<file path="src/rtl/pxl_tx_pkg.sv">
// pxl_tx_pkg: shared types, defaults and width helper for pixel_gpio_tx.
package pxl_tx_pkg;
  typedef enum logic {IDLE, WAIT_ACK} state_e;
  localparam int FRAME_BYTES_DEF = 12288;
  function automatic int lvl_w(input int depth);
    return $clog2(depth) + 1;
  endfunction
endpackage

</file>
<file path="src/rtl/pxl_tx_fifo.sv">
// pxl_tx_fifo: synchronous byte FIFO with registered occupancy and head read-out.
module pxl_tx_fifo
  import pxl_tx_pkg::*;
#(
  parameter int DEPTH = 4,
  parameter int LW    = lvl_w(DEPTH)
) (
  input  logic          clk_i,
  input  logic          rst_i,
  input  logic          push_i,
  input  logic [7:0]    dat_i,
  input  logic          pop_i,
  output logic [7:0]    head_o,
  output logic [LW-1:0] level_o
);
  localparam int AW = $clog2(DEPTH);
  logic [7:0]    mem_q [DEPTH];
  logic [AW-1:0] wr_q, rd_q;
  logic [LW-1:0] level_q, level_d;
  assign level_d = level_q + LW'(push_i) - LW'(pop_i);
  assign head_o  = mem_q[rd_q];
  assign level_o = level_q;
  always_ff @(posedge clk_i)
    if (push_i) mem_q[wr_q] <= dat_i;
  always_ff @(posedge clk_i) begin
    if (rst_i) begin
      wr_q    <= '0;
      rd_q    <= '0;
      level_q <= '0;
    end else begin
      if (push_i) wr_q <= wr_q + 1'b1;
      if (pop_i) rd_q <= rd_q + 1'b1;
      level_q <= level_d;
    end
  end
endmodule

</file>
<file path="src/rtl/pixel_gpio_tx.sv">
// pixel_gpio_tx: pixel stream to GPIO toggle req/ack bridge with frame EOF flag.
// Optional odd parity output enabled by defining PXL_TX_PARITY_EN.
module pixel_gpio_tx
  import pxl_tx_pkg::*;
#(
  parameter int FIFO_DEPTH  = 4,
  parameter int FRAME_BYTES = FRAME_BYTES_DEF,
  parameter int SYNC_STAGES = 2
) (
  input  logic                         wb_clk_i,
  input  logic                         wb_rst_i,
  input  logic [7:0]                   pxl_dat_i,
  input  logic                         pxl_vld_i,
  output logic                         pxl_rdy_o,
  output logic [7:0]                   gpio_dat_o,
  output logic                         gpio_req_o,
  input  logic                         gpio_ack_i,
  output logic                         gpio_eof_o,
  output logic                         gpio_par_o,
  output logic [lvl_w(FIFO_DEPTH)-1:0] fifo_level_o,
  output logic                         frame_done_o
);
  localparam int LW = lvl_w(FIFO_DEPTH);
  localparam int CW = $clog2(FRAME_BYTES);
  logic [SYNC_STAGES-1:0] sync_q;
  state_e                 state_q;
  logic                   req_q, eof_q, done_q;
  logic [7:0]             dat_q, head;
  logic [CW-1:0]          cnt_q;
  logic [LW-1:0]          level;
  logic                   ack_s, hs_done, push, pop, last;
  assign ack_s     = sync_q[SYNC_STAGES-1];
  assign hs_done   = state_q == WAIT_ACK && ack_s == req_q;
  assign pop       = level != '0 && (state_q == IDLE || hs_done);
  assign pxl_rdy_o = level != LW'(FIFO_DEPTH);
  assign push      = pxl_vld_i && pxl_rdy_o;
  assign last      = cnt_q == CW'(FRAME_BYTES - 1);
  pxl_tx_fifo #(.DEPTH(FIFO_DEPTH), .LW(LW)) u_fifo (
    .clk_i  (wb_clk_i),
    .rst_i  (wb_rst_i),
    .push_i (push),
    .dat_i  (pxl_dat_i),
    .pop_i  (pop),
    .head_o (head),
    .level_o(level)
  );
  // A completed handshake with data waiting relaunches in the same cycle.
  always_ff @(posedge wb_clk_i) begin
    if (wb_rst_i) begin
      sync_q  <= '0;
      state_q <= IDLE;
      req_q   <= 1'b0;
      eof_q   <= 1'b0;
      done_q  <= 1'b0;
      dat_q   <= '0;
      cnt_q   <= '0;
    end else begin
      sync_q <= {sync_q[SYNC_STAGES-2:0], gpio_ack_i};
      done_q <= hs_done && eof_q;
      if (pop) begin
        dat_q   <= head;
        eof_q   <= last;
        req_q   <= ~req_q;
        cnt_q   <= last ? '0 : cnt_q + 1'b1;
        state_q <= WAIT_ACK;
      end else if (hs_done) state_q <= IDLE;
    end
  end
`ifdef PXL_TX_PARITY_EN
  logic par_q;
  always_ff @(posedge wb_clk_i)
    if (wb_rst_i) par_q <= 1'b0;
    else if (pop) par_q <= ~^head;
  assign gpio_par_o = par_q;
`else
  assign gpio_par_o = 1'b0;
`endif
  assign gpio_dat_o   = dat_q;
  assign gpio_req_o   = req_q;
  assign gpio_eof_o   = eof_q;
  assign fifo_level_o = level;
  assign frame_done_o = done_q;
endmodule

</file>
<file path="config.mk">
export PLATFORM = sky130hd
export DESIGN_NAME = pixel_gpio_tx
export DESIGN_NICKNAME = d
export VERILOG_FILES = /design/src/rtl/pxl_tx_pkg.sv /design/src/rtl/pxl_tx_fifo.sv /design/src/rtl/pixel_gpio_tx.sv
export SDC_FILE = /design/constraint.sdc
export NUM_CORES = 1
export LEC_CHECK = 0
export ABC_AREA = 1
export CORE_ASPECT_RATIO = 1.5
export CORE_MARGIN = 1
export CORE_UTILIZATION = 40
export DETAILED_ROUTE_END_ITERATION = 6
export DONT_BUFFER_PORTS = 1
export PLACE_DENSITY = 0.54
export SLEW_MARGIN = 25
export SYNTH_ARGS = -nofsm -noshare
export SYNTH_HDL_FRONTEND = slang
export SYNTH_SLANG_ARGS = --single-unit
</file>
<file path="constraint.sdc">
create_clock -name wb_clk_i -period 5.5 [get_ports wb_clk_i]
set_input_delay 0.825 -clock wb_clk_i [delete_from_list [all_inputs] [get_ports wb_clk_i]]
set_output_delay 0.825 -clock wb_clk_i [all_outputs]
set_load 0.05 [all_outputs]
</file>
# After elaboration in Yosys (flattened, before gate mapping)
# Memories as Yosys holds them, arrays and structs flattened. A register that Yosys moved wholly into a read port is not among the register bits.
# Cells that the tools add are included.
dict set report op_classes {
  bitwise 2
  eq_ne 3
  n_addsub 5
  n_mux 5
  reduce_logical 7
}
# op n
set op_table {}
lappend op_table {{14-bit by 1-bit adder with 14-bit output, second input constant} 1}
lappend op_table {{14-bit == test, second input constant} 1}
lappend op_table {{14-bit two-way mux} 1}
lappend op_table {{2-bit by 1-bit adder with 2-bit output, second input constant} 2}
lappend op_table {{1-bit logical AND} 4}
lappend op_table {{1-bit two-way mux} 4}
lappend op_table {{3-bit by 1-bit adder with 3-bit output} 1}
lappend op_table {{3-bit inequality test, second input constant} 1}
lappend op_table {{3-bit nonzero test} 1}
lappend op_table {{3-bit by 1-bit subtractor with 3-bit output} 1}
lappend op_table {{1-bit inverter} 2}
lappend op_table {{2-bit nonzero test} 1}
lappend op_table {{1-bit == test} 1}
lappend op_table {{1-bit logical OR} 1}
dict set report totals {
  wordCells 32
  memories 1
  output_inout_bits 16
  ram_bits 32
  inputBits 12
  reg_bits 27
}
# memory depth width read_ports rd_ports_with_merged_regs write_ports line
set memory_table {}
lappend memory_table {u_fifo.mem_q 4 8 1 1 1 pxl_tx_fifo.sv:17} ;# logic [7:0] mem_q [DEPTH];

# Depth between registers and ports, before layout
dict set report depth {
  depth_word 5
  ltp_mapped 14
  depth_no_buf 13
}

# Hierarchy
# From an unflattened synthesis, not the netlist that was laid out.
dict set report unflattened {
  hier_cells 308
  hier_area_um2 2954.1
}
# module cells_per_inst n_inst seq_area_each_um2 area_each_um2
set modules_own_cells {}
lappend modules_own_cells {pxl_tx_fifo 143 1 1141.1 1674.1}
lappend modules_own_cells {pixel_gpio_tx 165 1 560.5 1280.0}

# Worst setup path after synthesis
# OpenSTA, ideal clock, no wires.
dict set report synth_path {
  path_kind {register -> register}
  start {reg u_fifo.level_q[1] (netlist: u_fifo.level_o[1])}
  end {reg u_fifo.level_q[2] (netlist: u_fifo.level_o[2])}
  t_arrival_ns 2.295
  path_stages_with_launch 11
  synth_period_minus_slack_ns 2.365
  t_required_ns 5.430
  slack_ns 3.135
  n_path_buf 0
  setup_ns 0.070
  path_cell_list {dfxtp_1 nor2_1 nand2_1 nand2_1 inv_1 ha_1 inv_1 fa_1 inv_1 o21ai_0 a21oi_1}
}
dict set report synth_via {
  elab_chain_cells 4
  word_cells_on_any_way 6
  cone_classes {add/sub (2); eq/ne (1); reduce/logical (3)}
}
# item line
set synth_rtl {}
lappend synth_rtl {{start: declaration} pxl_tx_fifo.sv:19} ;# logic [LW-1:0] level_q, level_d;
lappend synth_rtl {{start signal: assignment} pxl_tx_fifo.sv:33} ;# level_q <= level_d;
lappend synth_rtl {{3-bit inequality test} pixel_gpio_tx.sv:35} ;# assign pxl_rdy_o = level != LW'(FIFO_DEPTH);
lappend synth_rtl {{via pxl_rdy_o} pixel_gpio_tx.sv:14} ;# output logic pxl_rdy_o,
lappend synth_rtl {{1-bit logical AND} pixel_gpio_tx.sv:36} ;# assign push = pxl_vld_i && pxl_rdy_o;
lappend synth_rtl {{via push} pixel_gpio_tx.sv:31} ;# logic ack_s, hs_done, push, pop, last;
lappend synth_rtl {{3-bit by 1-bit adder with 3-bit output} pxl_tx_fifo.sv:20} ;# assign level_d = level_q + LW'(push_i) - LW'(pop_i);
lappend synth_rtl {{3-bit by 1-bit subtractor with 3-bit output} pxl_tx_fifo.sv:20}
# The timed path passes the listed nets, and every way through them passes these cells.
# A chain may end at the register's enable or synchronous reset.

# Worst setup path after layout
dict set report layout_path {
  start {reg u_fifo.level_q[1] (netlist: u_fifo.level_o[1])}
  end {mem u_fifo.mem_q[1][5] (enable)}
}
dict set report layout_via {
  elab_chain_cells 4
}
# item line
set layout_rtl {}
lappend layout_rtl {{3-bit inequality test} pixel_gpio_tx.sv:35}
lappend layout_rtl {{via pxl_rdy_o} pixel_gpio_tx.sv:14}
lappend layout_rtl {{1-bit logical AND} pixel_gpio_tx.sv:36}
lappend layout_rtl {{1-bit two-way mux} pxl_tx_fifo.sv:24} ;# if (push_i) mem_q[wr_q] <= dat_i;
lappend layout_rtl {{1-bit two-way mux (not written as such)} pxl_tx_fifo.sv:24}
lappend layout_rtl {{end: declaration} pxl_tx_fifo.sv:17}
# The timed path passes the listed nets, and every way through them passes these cells.

==> flow_summary.toml <==
[worst_setup_path]
worstSetupStartpointType = "flop"
reg2reg_slack_ns = 2.84
critPathMaxFanout = 9
worstSetupPathType = "flop to flop"
r2r_cells = 4
critPathLaunch = "u_fifo.level_o[1]"
endpoint = "u_fifo.mem_q[1][5]"
cp-end-kind = "flop"
r2r-start = "u_fifo.level_o[1]"
timing.rr.end = "u_fifo.mem_q[1][5]"
critPathArrivalTime_ns = 2.62
cp.required_ns = 5.46

[timing]
slew_viol_final = 0
fin_tns_setup_ns = 0
max_slew.worst_pin.slew_ns = 0.831
slew_headroom_pct = 44.4
fmax_ghz = 0.376
hold_viol = 0
worst_slack_ns = 2.84
period_needed_ns = 2.66
fin_crit_sh_pct = 48.3
setup_viol = 0
rsz0062_at_grt = "false"
skew_ns = 0.00822

[min_path]
hold_path.class = "flop to flop"

[layout]
stdcell_area_um2 = 3120
fin_util_pct = 44.9
antenna_cells = 0
area_growth_pct = 7.74
fill_cells = 677
drive_gt1_share_pct = 15.6
fin_nets = 309

[clock_network]
postCtsSetupRepairBufs = 0
cts_tree = "done"
htreeDepth = 3
cts_resized = 0
cts_root_buf = "clkbuf_8"
numCtsBuffers = 9
worst_skew_pair.late_latency_ns = 0.34
clock-sinks = 67
cts_hold_buf = 0
clock_path_buffers = 2
clk_pin_slew_ns = 0.08

[global_routing]
grt_max_degree = 25
grt_pass1_vias = 1831
grt_pass1_wl_um = 8780
track_usage_pct = 15.8
grt-ovfl-total = 0
antenna_found_initial = 0

[synth]
ys_types = 35
synth-compound-area-share_pct = 9.90
synth-simple-area-share_pct = 20.8
netlist_instances = 289
yosys_warnings = 0
synth-seq-cells = 67
synth_fa_ha_area_share_pct = 3.72
postSynthAreaPerCell_um2 = 10.0
synth_top_family_by_area = "simple AND/OR/NAND/NOR gates"
synth_top_area_share_pct = 33.2
async_flop_share_pct = 0
syn_area_um2 = 2890
ys_seq_area_share_pct = 57.4
synth_xor_area_share_pct = 2.12
yosysTopAreaCell = "edfxtp_1"
syn_nets = 309
synth_edf_count = 32
ys.flop_type = "dfxtp_1"
yosys-top-cells-area = "edfxtp_1 33%, dfxtp_1 24%, nor2_1 7.1%"
muxShareOfSynthArea_pct = 0

[place]
gp_congestion = 0.729
hpwlAfterDp_um = 3610
place_area_um2 = 2930
dp_slack_ns = 2.83
io_buffers = 0

[drt]
wire_per_inst_um = 14.2
dr_total_vias = 1860
ant_nets = 0
drt_wl_total_um = 5280
drt_iter0_drc = 58
firstDrtPassIters = 4
vias_per_cell = 5.00
post-route-drc-count = 0

[pwr]
totalPowerFinal_mw = 1.61
p_comb_share_pct = 24.9
p_int_mw = 0.945
switchingPower_mw = 0.666
switching_share_pct = 41.3
p_per_area_nw_per_um2 = 517
p_seq_share_pct = 50.4
irDropWorstVdd_mv = 0.262
pwr-share-clk_pct = 24.7
p_leak_nw = 1.16

[floorplan]
fp.dieW_um = 71.5
die_y_um = 106
ios = 28
core_area_um2 = 6940
start_util_pct = 41.7
dieArea_um2 = 7590
num_rows = 37

[job]
drv_cap = 0

[status]
status = "completed"
cells in the final DEF (no fill, tap or decap), types with 3 or more instances in the layout:
cell type	instances
a21oi_1	12
clkbuf_8	9
dfxtp_1	35
edfxtp_1	32
ha_1	7
inv_1	25
nand2_1	16
nand2_2	4
nand2_4	4
nand3_1	13
nor2_1	55
nor2_2	8
nor2_4	4
o21ai_0	29
o22ai_1	8
xnor2_1	3
xor2_1	4
kinds of logic (layout without fill, tap and decap cells):
kind of cell,after synthesis,in the layout
DFF,67,67
buffers and inverters,39,44
other,1,1
AOI/OAI and AO/OA,53,53
adders and majority gates,8,8
and+or+nand+nor,114,114
xor gates and xnor gates,7,7
cell type report:
class,instances,area (um2),share of cell area (%)
clock inverter,7,67.6,2.17
tap,78,97.6,3.13
inverter,28,108,3.45
multi-input combinational,183,1060,34.0
sequential,67,1660,53.3
clock buffer,9,124,3.97
critical path, cell delays in order (launching register included):
cell and delay (ns):
dfxtp_1 0.75, nor2_1 0.10, nand2_1 0.39, nand2_1 0.31, nor2_1 0.71
worst min path at each step:
stage                     cells after the start   endpoint  slack, ns      start
after detailed placement                      2  sync_q[1]       0.40  sync_q[0]
after floorplan                               2  sync_q[1]       0.39  sync_q[0]
after global placement                        2  sync_q[1]       0.39  sync_q[0]
after CTS                                     2  sync_q[1]       0.41  sync_q[0]
final                                         2  sync_q[1]       0.41  sync_q[0]
after global routing                          2  sync_q[1]       0.43  sync_q[0]
power by group through the flow:
| stage | Clock, mW | Combinational [mW] | Sequential, mW |
|---|---|---|---|
| floorplan | 0 | 0.386 | 0.781 |
| global placement | 0 | 0.410 | 0.826 |
| detailed placement | 0 | 0.411 | 0.825 |
| CTS | 0.410 | 0.413 | 0.814 |
| global route | 0.426 | 0.475 | 0.825 |
| finish | 0.397 | 0.402 | 0.812 |
routing by layer:
metal	routed length [um]	track usage (%)	up-vias	share of wire [%]
met2	2920	28.0	26	55
met3	179	5.40	7	3.4
li1	-	-	956	-
met4	88	7.14	0	1.7
met1	2090	16.5	871	40
met5	0	0	-	0
state kept, by name (all words and copies together), names as in the netlist:
| signal | count |
|---|---|
| gpio_dat_o | 8 |
| u_fifo.mem_q | 32 |
| gpio_req_o | 1 |
| cnt_q | 14 |
| frame_done_o | 1 |
| gpio_eof_o | 1 |
| state_q | 1 |
| sync_q | 2 |
| u_fifo.level_o | 3 |
| u_fifo.wr_q | 2 |
| u_fifo.rd_q | 2 |
cells in the mapped netlist (all sizes together) (4+ instances only):
cell type   n
edfxtp     32
dfxtp      35
o22ai       8
a21oi      14
buf         8
ha          7
nor2       68
inv        28
o21ai      30
nand3      16
xor2        4
nand2      24
per-stage QoR:
stage,hold WS (ns),cells
finish,0.405,372
global route,0.432,372
CTS,0.410,372
detailed placement,0.400,356
global placement,0.392,356
floorplan,0.388,289
Note: power is estimated with default switching activity, not from simulation.
==> RTL edit 1 (config.mk and constraints unchanged) <==
The option `PXL_TX_PARITY_EN` is turned on by a define.
--- a/src/rtl/pixel_gpio_tx.sv
+++ b/src/rtl/pixel_gpio_tx.sv
@@ -1,4 +1,6 @@
 // pixel_gpio_tx: pixel stream to GPIO toggle req/ack bridge with frame EOF flag.
 // Optional odd parity output enabled by defining PXL_TX_PARITY_EN.
+`define PXL_TX_PARITY_EN
+
 module pixel_gpio_tx
   import pxl_tx_pkg::*;
Function: changed (a bounded check fails within 4 cycles, from zero or initial values and one cycle with wb_rst_i high).
==> RTL edit 1 against the original RTL <==
- worst hold slack better by 4.2 ps
- wire length up 25%
- area after synthesis up 12%
- first-iteration DRC count up 45%
- sequential cell count up 3
- sequential power up 5.5%
- synthesized cell count up 36%
- power up 29%
- setup slack worse by 230 ps
- cell area up 16%
- critical endpoint is now u_fifo.level_o[2]
- highest routed layer unchanged
==> RTL edit 1: results (changes against the original RTL) <==
synth cell count leaders = nand2_1 (131), dfxtp_1 (38), inv_1 (34)
DRT Pass-1 Iters = 4 (unchanged)
crit path DAT = 3150 ps (+530 ps)
first-pass GRT wire length = 11200 um (+27%)
DPL Wire Length = 4670 um (+29%)
Placer Congestion = 0.841 (+15%)
CTS root buf = clkbuf_16
sw power = 840 uW (+26%)
antenna violations before repair = 0 (unchanged)
share of post-route cells with drive strength above 1 = 8.31% (-7.3 points)
Starting DRT DRC Count = 84 (+45%)
synth top area cells = edfxtp_1 (30%), dfxtp_1 (23%), nand2_1 (15%)
Critical R2R Launch = gpio_req_o
Ys Warns = 0 (unchanged)
Synth async-reset ratio = 0% (unchanged)
cells on worst reg2reg path = 12 (+8)
DP Area = 3280 um^2 (+12%)
GRT Total Usage = 17.9% (+2.2 points)
maximum vdd drop = 0.266 mV (+1.6%)
worst hold stages = 2 (unchanged)
FF-to-FF setup slack = 2620 ps (-230 ps)
register area share after synthesis = 53.0% (-4.4 points)
CP top delay family = adder cells
largest net degree at the start of global routing = 32 (+28%)
Total Nets Final = 412 (+33%)
wirelength, routed = 6580 um (+25%)
crit path to = u_fifo.level_o[2]
Synth cell types = 28 (-20%)
run status = completed
via-per-instance ratio = 4.80 (-4.0%)
Hold Path End = sync_q[1]
relative slew slack = 48.8% (+4.4 points)
Max stage delay on crit path = 700 ps (-50 ps)
# fillers = 766 (+13%)
Worst Clk Skew = 4.05 ps (-4.18 ps)
clock slew at reported path FFs = 60 ps (-20 ps)
Leakage = 0.00151 uW (+31%)
CP Max Fanout = 31 (+22)
vias in the first global route = 2369 (+29%)
RTL edit 1: cell types whose count changed in the layout (fill, tap and decap cells not counted), moves of 4 or more:
cell	before	now
nand2_1	16	131
nor2_1	55	31
nand3_1	13	28
a21oi_1	12	24
o21ai_0	29	17
clkbuf_16	0	9
inv_1	25	34
clkbuf_8	9	1
nand2_2	4	12
o22ai_1	8	0
nor2_2	8	1
nand2_4	4	0
nor2_4	4	0
RTL edit 1: layer usage:
metal	vias up	wire length [um]	global-route usage, %
li1	1261	-	-
met2	31	3470	30.4
met4	0	172	8.89
met1	1091	2650	20.1
met5	-	0	0
met3	11	293	4.85
RTL edit 1: kinds of logic after synthesis:
logic type	Yosys count	share of synthesized area (%)
flip-flops	70	53.0
AND/OR/NAND/NOR	214	27.5
buffers and inverters	51	7.58
XOR/XNOR	7	1.89
AO/OA/AOI/OAI	43	6.78
adder cells (fa/ha/maj)	8	3.31
RTL edit 1: power by group through the flow:
stage	registers, uW	clock network [uW]	logic [uW]
6_report	857	618	600
5_1_grt	873	655	708
3_5_place_dp	870	0	602
4_1_cts	861	632	609
3_3_place_gp	869	0	588
2_1_floorplan	818	0	566
RTL edit 1: metrics by stage:
step | instances | worst slack (ps) | utilization (%) | hold slack, ps
floorplan | 393 | 2990 | - | 388
global placement | 483 | 2700 | 42.3 | 392
detailed placement | 483 | 2630 | 42.3 | 398
CTS | 499 | 2600 | 46.5 | 409
global route | 499 | 2310 | 46.5 | 456
finish | 499 | 2620 | 46.5 | 410
RTL edit 1: layout make-up:
type | instances | area [um^2] | area share [%]
tap | 102 | 128 | 3.54
clock buffer | 10 | 239 | 6.63
multi-input combinational | 272 | 1280 | 35.5
sequential | 70 | 1720 | 47.7
inverter | 39 | 151 | 4.20
clock inverter | 6 | 85.1 | 2.36
==> RTL edit 2 (config.mk and constraints unchanged) <==
Made on the original files. Put a register stage on the output `fifo_level_o`, cleared by the reset. The value now appears one clock later. The other outputs are not delayed to match.
--- a/src/rtl/pixel_gpio_tx.sv
+++ b/src/rtl/pixel_gpio_tx.sv
@@ -79,5 +79,11 @@
   assign gpio_req_o   = req_q;
   assign gpio_eof_o   = eof_q;
-  assign fifo_level_o = level;
+  always_ff @(posedge wb_clk_i) begin
+    if (wb_rst_i) begin
+      fifo_level_o <= '0;
+    end else begin
+      fifo_level_o <= level;
+    end
+  end
   assign frame_done_o = done_q;
 endmodule
Behaviour: not the same (Yosys sat finds a counterexample within 4 cycles, from zero or initial values and one cycle with wb_rst_i high).
==> RTL edit 2 against the original RTL <==
- setup slack worse by 1.9 ps
- critical path type unchanged
- clock skew up 1.6 ps
- sequential cell count up 3
- area after synthesis about the same
- power up 6.6%
- wire length down 0.76%
- cell area up 1.8%
- largest power group unchanged
- cell count up 1.6%
==> RTL edit 2: results (changes against the original RTL) <==
Total Nets Final = 315 (+1.9%)
Placer Congestion = 0.717 (-1.6%)
Max stage delay on crit path = 650 ps (-100 ps)
Leakage = 0.00117 uW (+0.87%)
GRT Total Usage = 15.3% (-0.46 points)
vias in the first global route = 1823 (-0.44%)
synth top area cells = edfxtp_1 (33%), dfxtp_1 (26%), nor2_1 (8.2%)
Synthesized Nets = 314 (+1.6%)
Synth cell types = 33 (-5.7%)
synth cell count leaders = nor2_1 (63), dfxtp_1 (38), edfxtp_1 (32)
DPL Wire Length = 3510 um (-2.8%)
share of post-route cells with drive strength above 1 = 10.7% (-5.0 points)
maximum vdd drop = 0.314 mV (+20%)
post-synth top area share = 33.2% (about the same)
met3 capacity usage during global routing = 4.55% (-0.85 points)
# H-tree levels = 3 (unchanged)
Post-Layout Cell Count = 378 (+1.6%)
# Post-CTS Setup Buffers = 0 (unchanged)
run status = completed
Hold WC Path Type = reg -> reg
relative slew slack = 44.3% (-0.11 points)
DP Area = 2930 um^2 (about the same)
met1 usage = 17.6% (+1.1 points)
crit path DAT = 2940 ps (+320 ps)
critical path's slowest cell = dfxtp_1
register area share after synthesis = 59.4% (+2.0 points)
via count = 1862 (+0.11%)
Worst Clk Skew = 9.80 ps (+1.57 ps)
routed length per instance = 13.9 um (-2.3%)
Int Power = 1060 uW (+13%)
first-pass GRT wire length = 8660 um (-1.3%)
CP Max Fanout = 24 (+15)
placed cells = 362 (+1.7%)
met2 Use GR = 24.7% (-3.3 points)
Cells after Synth = 294 (+1.7%)
Starting DRT DRC Count = 104 (+79%)
max reg flops = 32 (unchanged)
[RTL edit 2: changes by cell type in the layout (fill, tap and decap cells not counted), moves of 2 or more]
| cell | change |
|---|---|
| nor2_1 | +8 |
| inv_1 | +3 |
| nand2_4 | -2 |
| bufinv_16 | +2 |
| nor2_4 | -2 |
| dfxtp_1 | +3 |
| nor2_2 | -5 |
[RTL edit 2: final timing paths]
| kind | startpoint | endpoint | slack (ps) | depth (start not counted) |
|---|---|---|---|---|
| worst max register to register | gpio_req_o | u_fifo.level_o[2] | 2840 | 13 |
| worst min-delay path | sync_q[0] | sync_q[1] | 410 | 2 |
| worst min register to register | sync_q[0] | sync_q[1] | 410 | 2 |
| worst max-delay path | gpio_req_o | u_fifo.level_o[2] | 2840 | 13 |
[RTL edit 2: per-layer routing]
metal / routed length (um) / up-vias
met5: 0 / -
met4: 119 / 0
li1: - / 974
met1: 2330 / 849
met3: 220 / 9
met2: 2580 / 30
[RTL edit 2: stage by stage]
step	util (%)	worst slack, ps	hold slack (ps)
2_1_floorplan	-	3140	388
3_3_place_gp	42.2	2930	402
3_5_place_dp	42.2	2870	397
4_1_cts	45.7	2850	409
5_1_grt	45.7	2570	420
6_report	45.7	2840	406
[RTL edit 2: cell type report]
cell class | count | area (um^2)
Fill cell | 651 | 3770
Clock inverter | 7 | 120
Clock buffer | 9 | 124
Sequential cell | 70 | 1720
Tap cell | 78 | 97.6
Multi-Input combinational cell | 183 | 991
Inverter | 31 | 119
[RTL edit 2: logic make-up after synthesis]
kind of cell | synth area share [%]
AOI/OAI and AO/OA | 9.89
xor gates and xnor gates | 2.12
buffers and inverters | 6.35
and+or+nand+nor | 18.4
DFF | 59.4
adders and majority gates | 3.71
other | 0.129
[RTL edit 2: critical path: cells and delay by family, from the launching register on]
| family | cells | cell delay, ps |
|---|---|---|
| compound gates | 2 | 240 |
| fa+ha+maj | 3 | 750 |
| buf+inv | 5 | 480 |
| flops | 1 | 650 |
| simple gates | 3 | 450 |
[RTL edit 2: power by group through the flow]
stage / combinational (uW) / sequential (uW) / clock [uW]
2_1_floorplan: 376 / 789 / 0
3_3_place_gp: 388 / 833 / 0
3_5_place_dp: 401 / 832 / 0
4_1_cts: 402 / 820 / 515
5_1_grt: 456 / 831 / 540
6_report: 393 / 817 / 507
